`config.mk`:
```
export PLATFORM = sky130hd
export DESIGN_NAME = placement_cost_eval
export DESIGN_NICKNAME = d
export VERILOG_FILES = /design/src/rtl/placement_pkg.sv /design/src/rtl/manhattan_axis.sv /design/src/rtl/placement_cost_eval.sv
export SDC_FILE = /design/constraint.sdc
export NUM_CORES = 1
export LEC_CHECK = 0
export ABC_AREA = 1
export BUFFER_PORTS_ARGS = -buffer_cell sky130_fd_sc_hd__buf_4
export CORE_ASPECT_RATIO = 0.5
export CORE_MARGIN = 1.5
export CORE_UTILIZATION = 35
export CTS_CLUSTER_SIZE = 16
export DETAILED_ROUTE_END_ITERATION = 7
export HOLD_SLACK_MARGIN = 0.05
export SETUP_SLACK_MARGIN = 0.5
export SLEW_MARGIN = 20
export SYNTH_ARGS = -nofsm -noshare
export SYNTH_HDL_FRONTEND = slang
export SYNTH_HIERARCHICAL = 1
export SYNTH_SLANG_ARGS = --single-unit
```
`constraint.sdc`:
```
create_clock -name clk -period 6.6 [get_ports clk]
set_clock_uncertainty 0.1 [all_clocks]
set_input_delay 0.99 -clock clk [delete_from_list [all_inputs] [get_ports clk]]
set_output_delay 0.99 -clock clk [all_outputs]
set_load 0.01 [all_outputs]
```
`src/rtl/placement_pkg.sv`:
```
// ---------------------------------------------------------------------------
// placement_pkg
// Shared definitions for the placement cost evaluator:
//   - FSM state encoding (S_IDLE .. S_DONE)
//   - UNPLACED marker written into the position RAMs for nodes never placed
//   - default data width
//   - in_grid(): coordinate validity test against a square GRID_N x GRID_N grid
// ---------------------------------------------------------------------------
package placement_pkg;

   localparam int DATA_W_DEFAULT = 32;

   localparam logic [3:0] S_IDLE   = 4'd0;
   localparam logic [3:0] S_EDGE   = 4'd1;
   localparam logic [3:0] S_EDGE_W = 4'd2;
   localparam logic [3:0] S_PA     = 4'd3;
   localparam logic [3:0] S_PA_W   = 4'd4;
   localparam logic [3:0] S_PB     = 4'd5;
   localparam logic [3:0] S_PB_W   = 4'd6;
   localparam logic [3:0] S_DIFF   = 4'd7;
   localparam logic [3:0] S_ACC    = 4'd8;
   localparam logic [3:0] S_DONE   = 4'd9;

   localparam int UNPLACED = -1;

   // Coordinates arrive sign-extended to 64 bits so the same test serves any
   // data width up to 64. UNPLACED is negative and would fail the range test
   // anyway; it is named explicitly so the intent stays visible.
   function automatic logic in_grid(input logic signed [63:0] coord, input int grid_n);
      logic signed [63:0] limit;
      limit = 64'(grid_n);
      return (coord != 64'(UNPLACED)) && (coord >= 0) && (coord < limit);
   endfunction

endpackage

```
`src/rtl/manhattan_axis.sv`:
```
// ---------------------------------------------------------------------------
// manhattan_axis
// Combinational distance along one axis.
//   a, b : coordinates (two's complement, W bits)
//   d    : |a - b|
//   h    : ceil(d / 2) = (d >> 1) + d[0], the one-hop distance
// ---------------------------------------------------------------------------
module manhattan_axis
   import placement_pkg::*;
#(
   parameter int W = DATA_W_DEFAULT
) (
   input  logic [W-1:0] a,
   input  logic [W-1:0] b,
   output logic [W-1:0] d,
   output logic [W-1:0] h
);

   logic [W-1:0] diff;

   always_comb begin
      diff = a - b;
      d    = diff[W-1] ? (~diff + {{(W-1){1'b0}}, 1'b1}) : diff;
      h    = (d >> 1) + {{(W-1){1'b0}}, d[0]};
   end

endmodule

```
`src/rtl/placement_cost_eval.sv`:
```
// ---------------------------------------------------------------------------
// placement_cost_eval
// Walks the edge list, fetches both endpoint positions and accumulates the
// Manhattan wirelength cost and the one-hop cost. Flags unplaced or
// out-of-grid nodes.
//
// Optional feature macro: COST_MAX_EDGE_EN adds the max_len output (largest
// dx+dy seen during the run).
//
// Ports
//   clk        rising-edge clock
//   reset      asynchronous reset, active low
//   start      one-cycle request, honoured only in S_IDLE
//   busy       high from the cycle after start is accepted through S_DONE
//   done       one-cycle pulse in S_DONE
//   err        valid with done: an unplaced / out-of-grid node was seen
//   cost       sum of (dx+dy-1), held until next start
//   cost_1hop  sum of (ceil(dx/2)+ceil(dy/2)-1), held until next start
//   re_edge    read enable of edge ROMs A/B
//   addr_edge  edge index
//   dout_ea    node A of edge (from ROM A)
//   dout_eb    node B of edge (from ROM B)
//   re_pos     read enable of position RAMs X/Y
//   addr_pos   node index
//   dout_px    X coordinate (signed)
//   dout_py    Y coordinate (signed)
//   max_len    (COST_MAX_EDGE_EN only) largest dx+dy, valid with done
// ---------------------------------------------------------------------------
module placement_cost_eval
   import placement_pkg::*;
#(
   parameter int N_EDGE = 60,
   parameter int GRID_N = 7,
   parameter int DATA_W = DATA_W_DEFAULT
) (
   input  logic              clk,
   input  logic              reset,
   input  logic              start,
   output logic              busy,
   output logic              done,
   output logic              err,
   output logic [DATA_W-1:0] cost,
   output logic [DATA_W-1:0] cost_1hop,
   output logic              re_edge,
   output logic [DATA_W-1:0] addr_edge,
   input  logic [DATA_W-1:0] dout_ea,
   input  logic [DATA_W-1:0] dout_eb,
   output logic              re_pos,
   output logic [DATA_W-1:0] addr_pos,
   input  logic [DATA_W-1:0] dout_px,
   input  logic [DATA_W-1:0] dout_py
`ifdef COST_MAX_EDGE_EN
   ,
   output logic [DATA_W-1:0] max_len
`endif
);

   localparam logic [DATA_W-1:0] ONE    = {{(DATA_W-1){1'b0}}, 1'b1};
   localparam logic [DATA_W-1:0] LAST_I = DATA_W'(N_EDGE - 1);

   logic [3:0]        state, state_next;
   logic [DATA_W-1:0] i, nb, xa, ya, dx, dy, hx, hy;
   logic [DATA_W-1:0] dx_c, dy_c, hx_c, hy_c;
   logic signed [63:0] px_ext, py_ext;
   logic              pos_ok;

   // The position RAM output carries node A's coordinates in S_PB and node B's
   // in S_DIFF, so one validity check covers both endpoints.
   always_comb begin
      px_ext = 64'($signed(dout_px));
      py_ext = 64'($signed(dout_py));
      pos_ok = in_grid(px_ext, GRID_N) && in_grid(py_ext, GRID_N);
   end

   manhattan_axis #(.W(DATA_W)) u_axis_x (.a(xa), .b(dout_px), .d(dx_c), .h(hx_c));
   manhattan_axis #(.W(DATA_W)) u_axis_y (.a(ya), .b(dout_py), .d(dy_c), .h(hy_c));

   always_comb begin
      state_next = state;
      case (state)
         S_IDLE:   if (start) state_next = (N_EDGE == 0) ? S_DONE : S_EDGE;
         S_EDGE:   state_next = S_EDGE_W;
         S_EDGE_W: state_next = S_PA;
         S_PA:     state_next = S_PA_W;
         S_PA_W:   state_next = S_PB;
         S_PB:     state_next = pos_ok ? S_PB_W : S_DONE;
         S_PB_W:   state_next = S_DIFF;
         S_DIFF:   state_next = pos_ok ? S_ACC : S_DONE;
         S_ACC:    state_next = (i == LAST_I) ? S_DONE : S_EDGE;
         S_DONE:   state_next = S_IDLE;
         default:  state_next = S_IDLE;
      endcase
   end

   // busy/done are decoded from the next state so they line up with the state
   // itself; the read strobes are decoded from the current state, so a read
   // requested in state S reaches the memory one cycle later and its data is
   // back two states after S.
   always_ff @(posedge clk or negedge reset) begin
      if (!reset) begin
         state     <= S_IDLE;
         busy      <= 1'b0;
         done      <= 1'b0;
         err       <= 1'b0;
         cost      <= '0;
         cost_1hop <= '0;
         re_edge   <= 1'b0;
         addr_edge <= '0;
         re_pos    <= 1'b0;
         addr_pos  <= '0;
         i         <= '0;
         nb        <= '0;
         xa        <= '0;
         ya        <= '0;
         dx        <= '0;
         dy        <= '0;
         hx        <= '0;
         hy        <= '0;
`ifdef COST_MAX_EDGE_EN
         max_len   <= '0;
`endif
      end else begin
         state   <= state_next;
         busy    <= (state_next != S_IDLE);
         done    <= (state_next == S_DONE);
         re_edge <= (state == S_EDGE);
         re_pos  <= (state == S_PA) || (state == S_PB);
         case (state)
            S_IDLE: begin
               if (start) begin
                  cost      <= '0;
                  cost_1hop <= '0;
                  err       <= 1'b0;
                  i         <= '0;
`ifdef COST_MAX_EDGE_EN
                  max_len   <= '0;
`endif
               end
            end
            S_EDGE: addr_edge <= i;
            S_PA: begin
               nb       <= dout_eb;
               addr_pos <= dout_ea;
            end
            S_PB: begin
               xa       <= dout_px;
               ya       <= dout_py;
               addr_pos <= nb;
               if (!pos_ok) err <= 1'b1;
            end
            S_DIFF: begin
               dx <= dx_c;
               dy <= dy_c;
               hx <= hx_c;
               hy <= hy_c;
               if (!pos_ok) err <= 1'b1;
            end
            S_ACC: begin
               cost      <= cost + dx + dy - ONE;
               cost_1hop <= cost_1hop + hx + hy - ONE;
               i         <= i + ONE;
`ifdef COST_MAX_EDGE_EN
               if ((dx + dy) > max_len) max_len <= dx + dy;
`endif
            end
            default: ;
         endcase
      end
   end

endmodule
```
# Yosys cells after proc, flatten, opt, wreduce, memory -nomap -nowiden

Index checks and enable logic that the tools add are counted.

Flip-flop bits (word level): 393
Input bits: 131
Output and inout bits: 133
Logic and storage cells: 80

Add/sub/neg operators: 13
Order comparisons: 4
Equality and inequality tests: 14
Multiplexer cells: 15
Bitwise operators: 2
Reduce and logical (&&, ||, !) cells: 14

Operators with widths:

| operator                                                                             | number |
|---|---|
| 32-bit case mux with 2 select lines                                                  | 4 |
| 32-bit adder                                                                         | 4 |
| 32-bit by 1-bit adder with 32-bit output, second input constant                      | 3 |
| 32-bit 2-to-1 mux                                                                    | 3 |
| 31-bit by 1-bit adder with 32-bit output                                             | 2 |
| 32-bit by 1-bit greater-or-equal comparator with 1-bit output, second input constant | 2 |
| 32-bit by 4-bit less-than comparator with 1-bit output, second input constant        | 2 |
| 32-bit by 1-bit inequality test with 1-bit output, second input constant             | 2 |
| 32-bit NOT                                                                           | 2 |
| 32-bit by 1-bit subtractor with 32-bit output, second input constant                 | 2 |
| 32-bit subtractor                                                                    | 2 |
| 4-bit case mux with 9 select lines                                                   | 1 |
| 32-bit by 6-bit == test with 1-bit output, second input constant                     | 1 |
| 4-bit by 3-bit == test with 1-bit output, second input constant                      | 4 |
| 4-bit 2-to-1 mux                                                                     | 3 |
| 4-bit by 2-bit == test with 1-bit output, second input constant                      | 2 |
| 4-bit == test, second input constant                                                 | 2 |
| 2-bit nonzero test                                                                   | 3 |
| 1-bit logical AND                                                                    | 5 |
| 4-bit by 1-bit == test with 1-bit output, second input constant                      | 1 |
| 4-bit logical NOT                                                                    | 1 |
| 2-bit inequality test, second input constant                                         | 2 |
| 4-bit nonzero test                                                                   | 1 |
| 1-bit 2-to-1 mux                                                                     | 3 |
| 5 further kinds                                                                      | 5 |

# Logic depth before layout (Yosys ltp)

Word-level depth: 7
Gate-level depth with buffers: 35
Mapped depth without buffers: 32

# Cells and area by module

The synthesis kept the hierarchy.

By module, submodules not included:

| module                     | instances | cells each | area an instance (um^2) | sequential area each (um^2) |
|---|---|---|---|---|
| placement_cost_eval        | 1         | 3100       | 23236.0                 | 9834.4 |
| manhattan_axis at u_axis_y | 1         | 1029       | 5186.2                  | 0.0 |
| manhattan_axis at u_axis_x | 1         | 1003       | 4885.9                  | 0.0 |

# Worst setup path before layout

Ideal clock, no wire load.

Path type: input port to flip-flop
Start point: input dout_px[4]
End point: register hx[24]
Library setup time: 126 ps
Data arrival time: 4191 ps
Data required time: 6374 ps
Setup slack: 2183 ps
Stages on the path: 30
Path buffers: 2
Cell sequence: inv_1 > ha_1 > nand2_1 > nand2_1 > a21oi_2 > nand2_4 > nand2_2 > nand2_4 > nand2_4 > nand2_2 > nand2_4 > nand2_8 > buf_6 > buf_2 > o21ai_0 > ha_1 > ha_1 > inv_1 > nor2_2 > nand2_1 > nor2_2 > nand2_2 > nor2_4 > nand2_4 > nor2_4 > nand3_1 > nand2_1 > nand2_1 > nand2_1 > o21ai_0

Elaborated cells on any way between the ends: 5
Classes of those cells: add/sub: 3; mux: 1; bitwise: 1

RTL lines:

| element                                  | line                       | text |
|---|---|---|
| start: declaration                       | placement_cost_eval.sv:50  | `input logic [DATA_W-1:0] dout_px,` |
| 32-bit subtractor                        | manhattan_axis.sv:22       | `diff = a - b;` |
| 32-bit 2-to-1 mux                        | manhattan_axis.sv:23       | `d = diff[W-1] ? (~diff + {{(W-1){1'b0}}, 1'b1}) : diff;` |
| net dx_c[1]                              | placement_cost_eval.sv:63  | `logic [DATA_W-1:0] dx_c, dy_c, hx_c, hy_c;` |
| 31-bit by 1-bit adder with 32-bit output | manhattan_axis.sv:24       | `h = (d >> 1) + {{(W-1){1'b0}}, d[0]};` |
| net hx_c[24]                             | placement_cost_eval.sv:63  |  |
| end signal: assignment                   | placement_cost_eval.sv:117 | `hx <= '0;` |
| end signal: assignment                   | placement_cost_eval.sv:154 | `hx <= hx_c;` |
| end: declaration                         | placement_cost_eval.sv:62  | `logic [DATA_W-1:0] i, nb, xa, ya, dx, dy, hx, hy;` |

The timed path passes the listed nets, and every way through them passes these cells.
A chain may end at the register's enable or synchronous reset.

# Worst setup path after layout

Start point: input dout_px[21]
End point: register hx[24]

Same word-level chain as after synthesis.

==> results_dict.tcl <==
set metrics [dict create \
    status "finished clean" \
    synth_seq_area_share 0.295 \
    setup.worst_path.start_class "input pin" \
    clock-sinks 393 \
    setup_tns_ps 0 \
    yosys.area.top_type "dfrtp_1" \
    maxSlewViolCount 0 \
    critPathKind "input pin to flop" \
    fmax_ghz 0.220 \
    grt_usage 0.232 \
    finalHoldViolCount 0 \
    synth_edf_count 0 \
    finalCritPeriodShare 0.687 \
    cap_violations 0 \
    max_stage_delay_ps 350 \
    synth.cells.most_frequent "1858 x nand2_1, 955 x inv_1, 393 x dfrtp_1" \
    critical_path_required_ps 6950 \
    synth_cell_types 53 \
    cts_buffers 43 \
    io-pin-count 264 \
    fillers 9925 \
    synth_warnings 6 \
    routedWlPerCell_um 17.1 \
    worstPathMaxFanout 46 \
    layout.nets 5744 \
    die_h_um 221 \
    cts_root_buffer "clkbuf_16" \
    cpMostUsedCell "nand2_1" \
    grt_overflow 0 \
    crit_slowest_cell "ha_1" \
    setup_violations 0 \
    cp.arrival_ps 4890 \
    worst_pin_slew_ps 1010 \
    async_reset_ff_frac 1.00 \
    clock_latency_ps 630 \
    ys_ff_latch 393 \
    grt_setup_unrepaired "false" \
    core_um2 93600 \
    first_pass_iters 5 \
    ant_nets 0 \
    vias 32100 \
    syn_nets 5520 \
    cts_setup_buffers 0 \
    fp.dieW_um 439 \
    drive_above_1_share 0.115 \
    synth.area.top_cells "dfrtp_1 30%, nand2_1 21%, inv_1 11%, ha_1 7.2%, nand3_1 5.8%" \
    antenna_found_initial 3 \
    finalCriticalPeriod_ps 4540 \
    clkTransAtPathRegs_ps 70 \
    grt_pass1_vias 31000 \
    gp_congestion 0.965 \
    netlist_area_um2 33300 \
    via_per_inst 4.83 \
    cts_hold_buf 0 \
    avgSynthCellArea_um2 6.49 \
    h-tree-depth 2 \
    critical_path_buf_inv_count 4 \
    areaGrowthSynthToFinish_pct 14.0 \
    cts_tree "built" \
    dp_hpwl_um 91900 \
    synthCells 5132 \
    initial_core_util 0.356 \
    end_kind "flop" \
    yosysMostFrequentCell "nand2_1" \
    drc_errors 0 \
    die-area_um2 97100 \
    row_count 79 \
    cp_top_family "simple AND/OR/NAND/NOR gates" \
    ctsLongestPathBuffers 3 \
    synth_top_area_frac 0.295 \
    io_buffers 263 \
    grt_max_degree 223 \
    totalWireLength_um 113000 \
    first_iter_violations 2488 \
    postCtsResizedCells 0 \
    slew_headroom 0.325 \
    synth_ff_type "dfrtp_1" \
    hold_path_class "input pin to asynchronous set/reset pin" \
    grt_pass1_wl_um 177000 \
]
==> routing by layer <==
| metal | vias to the layer above | wire [um] | global-route usage |
|---|---|---|---|
| met5 | - | 35 | 0 |
| li1 | 16200 | - | - |
| met3 | 138 | 8360 | 0.0577 |
| met2 | 789 | 47900 | 0.352 |
| met4 | 6 | 2910 | 0.0601 |
| met1 | 15000 | 54300 | 0.327 |
==> logic make-up (layout without fill, tap and decap cells) <==
group	Yosys count	in the layout	share of synthesized area
AO/OA/AOI/OAI	407	407	0.0649
XOR/XNOR	77	77	0.0208
adder cells (fa/ha/maj)	257	257	0.111
buffers and inverters	1102	1359	0.130
flip-flops	393	393	0.295
other	2	3	0.000225
AND/OR/NAND/NOR	2894	2894	0.378
==> through the flow <==
stage / setup WS [ps] / area, um^2 / hold slack (ps) / std cells / util
floorplan: 2180 / 33300 / 342 / 5132 / -
global placement: 1610 / 36500 / 355 / 6566 / 0.390
detailed placement: 1590 / 36500 / 358 / 6566 / 0.390
CTS: 2210 / 38000 / 122 / 6644 / 0.406
global route: 1760 / 38000 / 136 / 6644 / 0.406
finish: 2060 / 38000 / 146 / 6645 / 0.406
==> worst paths after layout <==
| path | from | endpoint | slack, ps | cells after the start |
|---|---|---|---|---|
| max | dout_px[21] | hx[24] | 2060 | 27 |
| min in group clk | nb[26] | nb[26] | 370 | 2 |
| max in group asynchronous | reset | addr_edge[21] | 4980 | 2 |
| min | reset | cost[1] | 150 | 1 |
| max reg2reg | xa[21] | hx[24] | 2140 | 25 |
| min reg2reg | nb[26] | nb[26] | 370 | 2 |
==> placed cells by master, fill, tap and decap left out, types with 8 or more instances in the layout <==
master | Yosys | layout
nand2_1 | 1858 | 1857
inv_1 | 955 | 955
dfrtp_1 | 393 | 393
nand3_1 | 387 | 387
nor2_1 | 289 | 287
buf_4 | 5 | 272
o21ai_0 | 251 | 251
ha_1 | 193 | 193
a21oi_1 | 100 | 100
nand2_2 | 88 | 89
nand4_1 | 81 | 81
fa_1 | 64 | 64
xor2_1 | 56 | 56
inv_2 | 47 | 46
clkbuf_16 | 0 | 43
nor3_1 | 41 | 41
nor2_2 | 39 | 39
nand3_2 | 26 | 26
nand2_4 | 23 | 23
xnor2_1 | 20 | 20
o22ai_1 | 20 | 20
nor2_4 | 17 | 19
nand3b_1 | 14 | 14
o21bai_1 | 12 | 12
and2_1 | 10 | 10
clkinvlp_4 | 0 | 8
==> area by class of cell <==
| cell class | count | area [um^2] | area share |
|---|---|---|---|
| multi-input cells | 3637 | 19200 | 0.505 |
| clock buffers | 53 | 1170 | 0.0309 |
| repair buffers | 276 | 2120 | 0.0557 |
| flip-flops and latches | 393 | 9830 | 0.259 |
| clock inverters | 25 | 342 | 0.00899 |
| diodes | 1 | 2.50 | 0.0000659 |
| well taps | 1255 | 1570 | 0.0413 |
| inverters | 1005 | 3780 | 0.0994 |
Power is left out: the tool's default activity adds up to more than one toggle a clock period on the data nets, which glitch-free logic cannot reach.
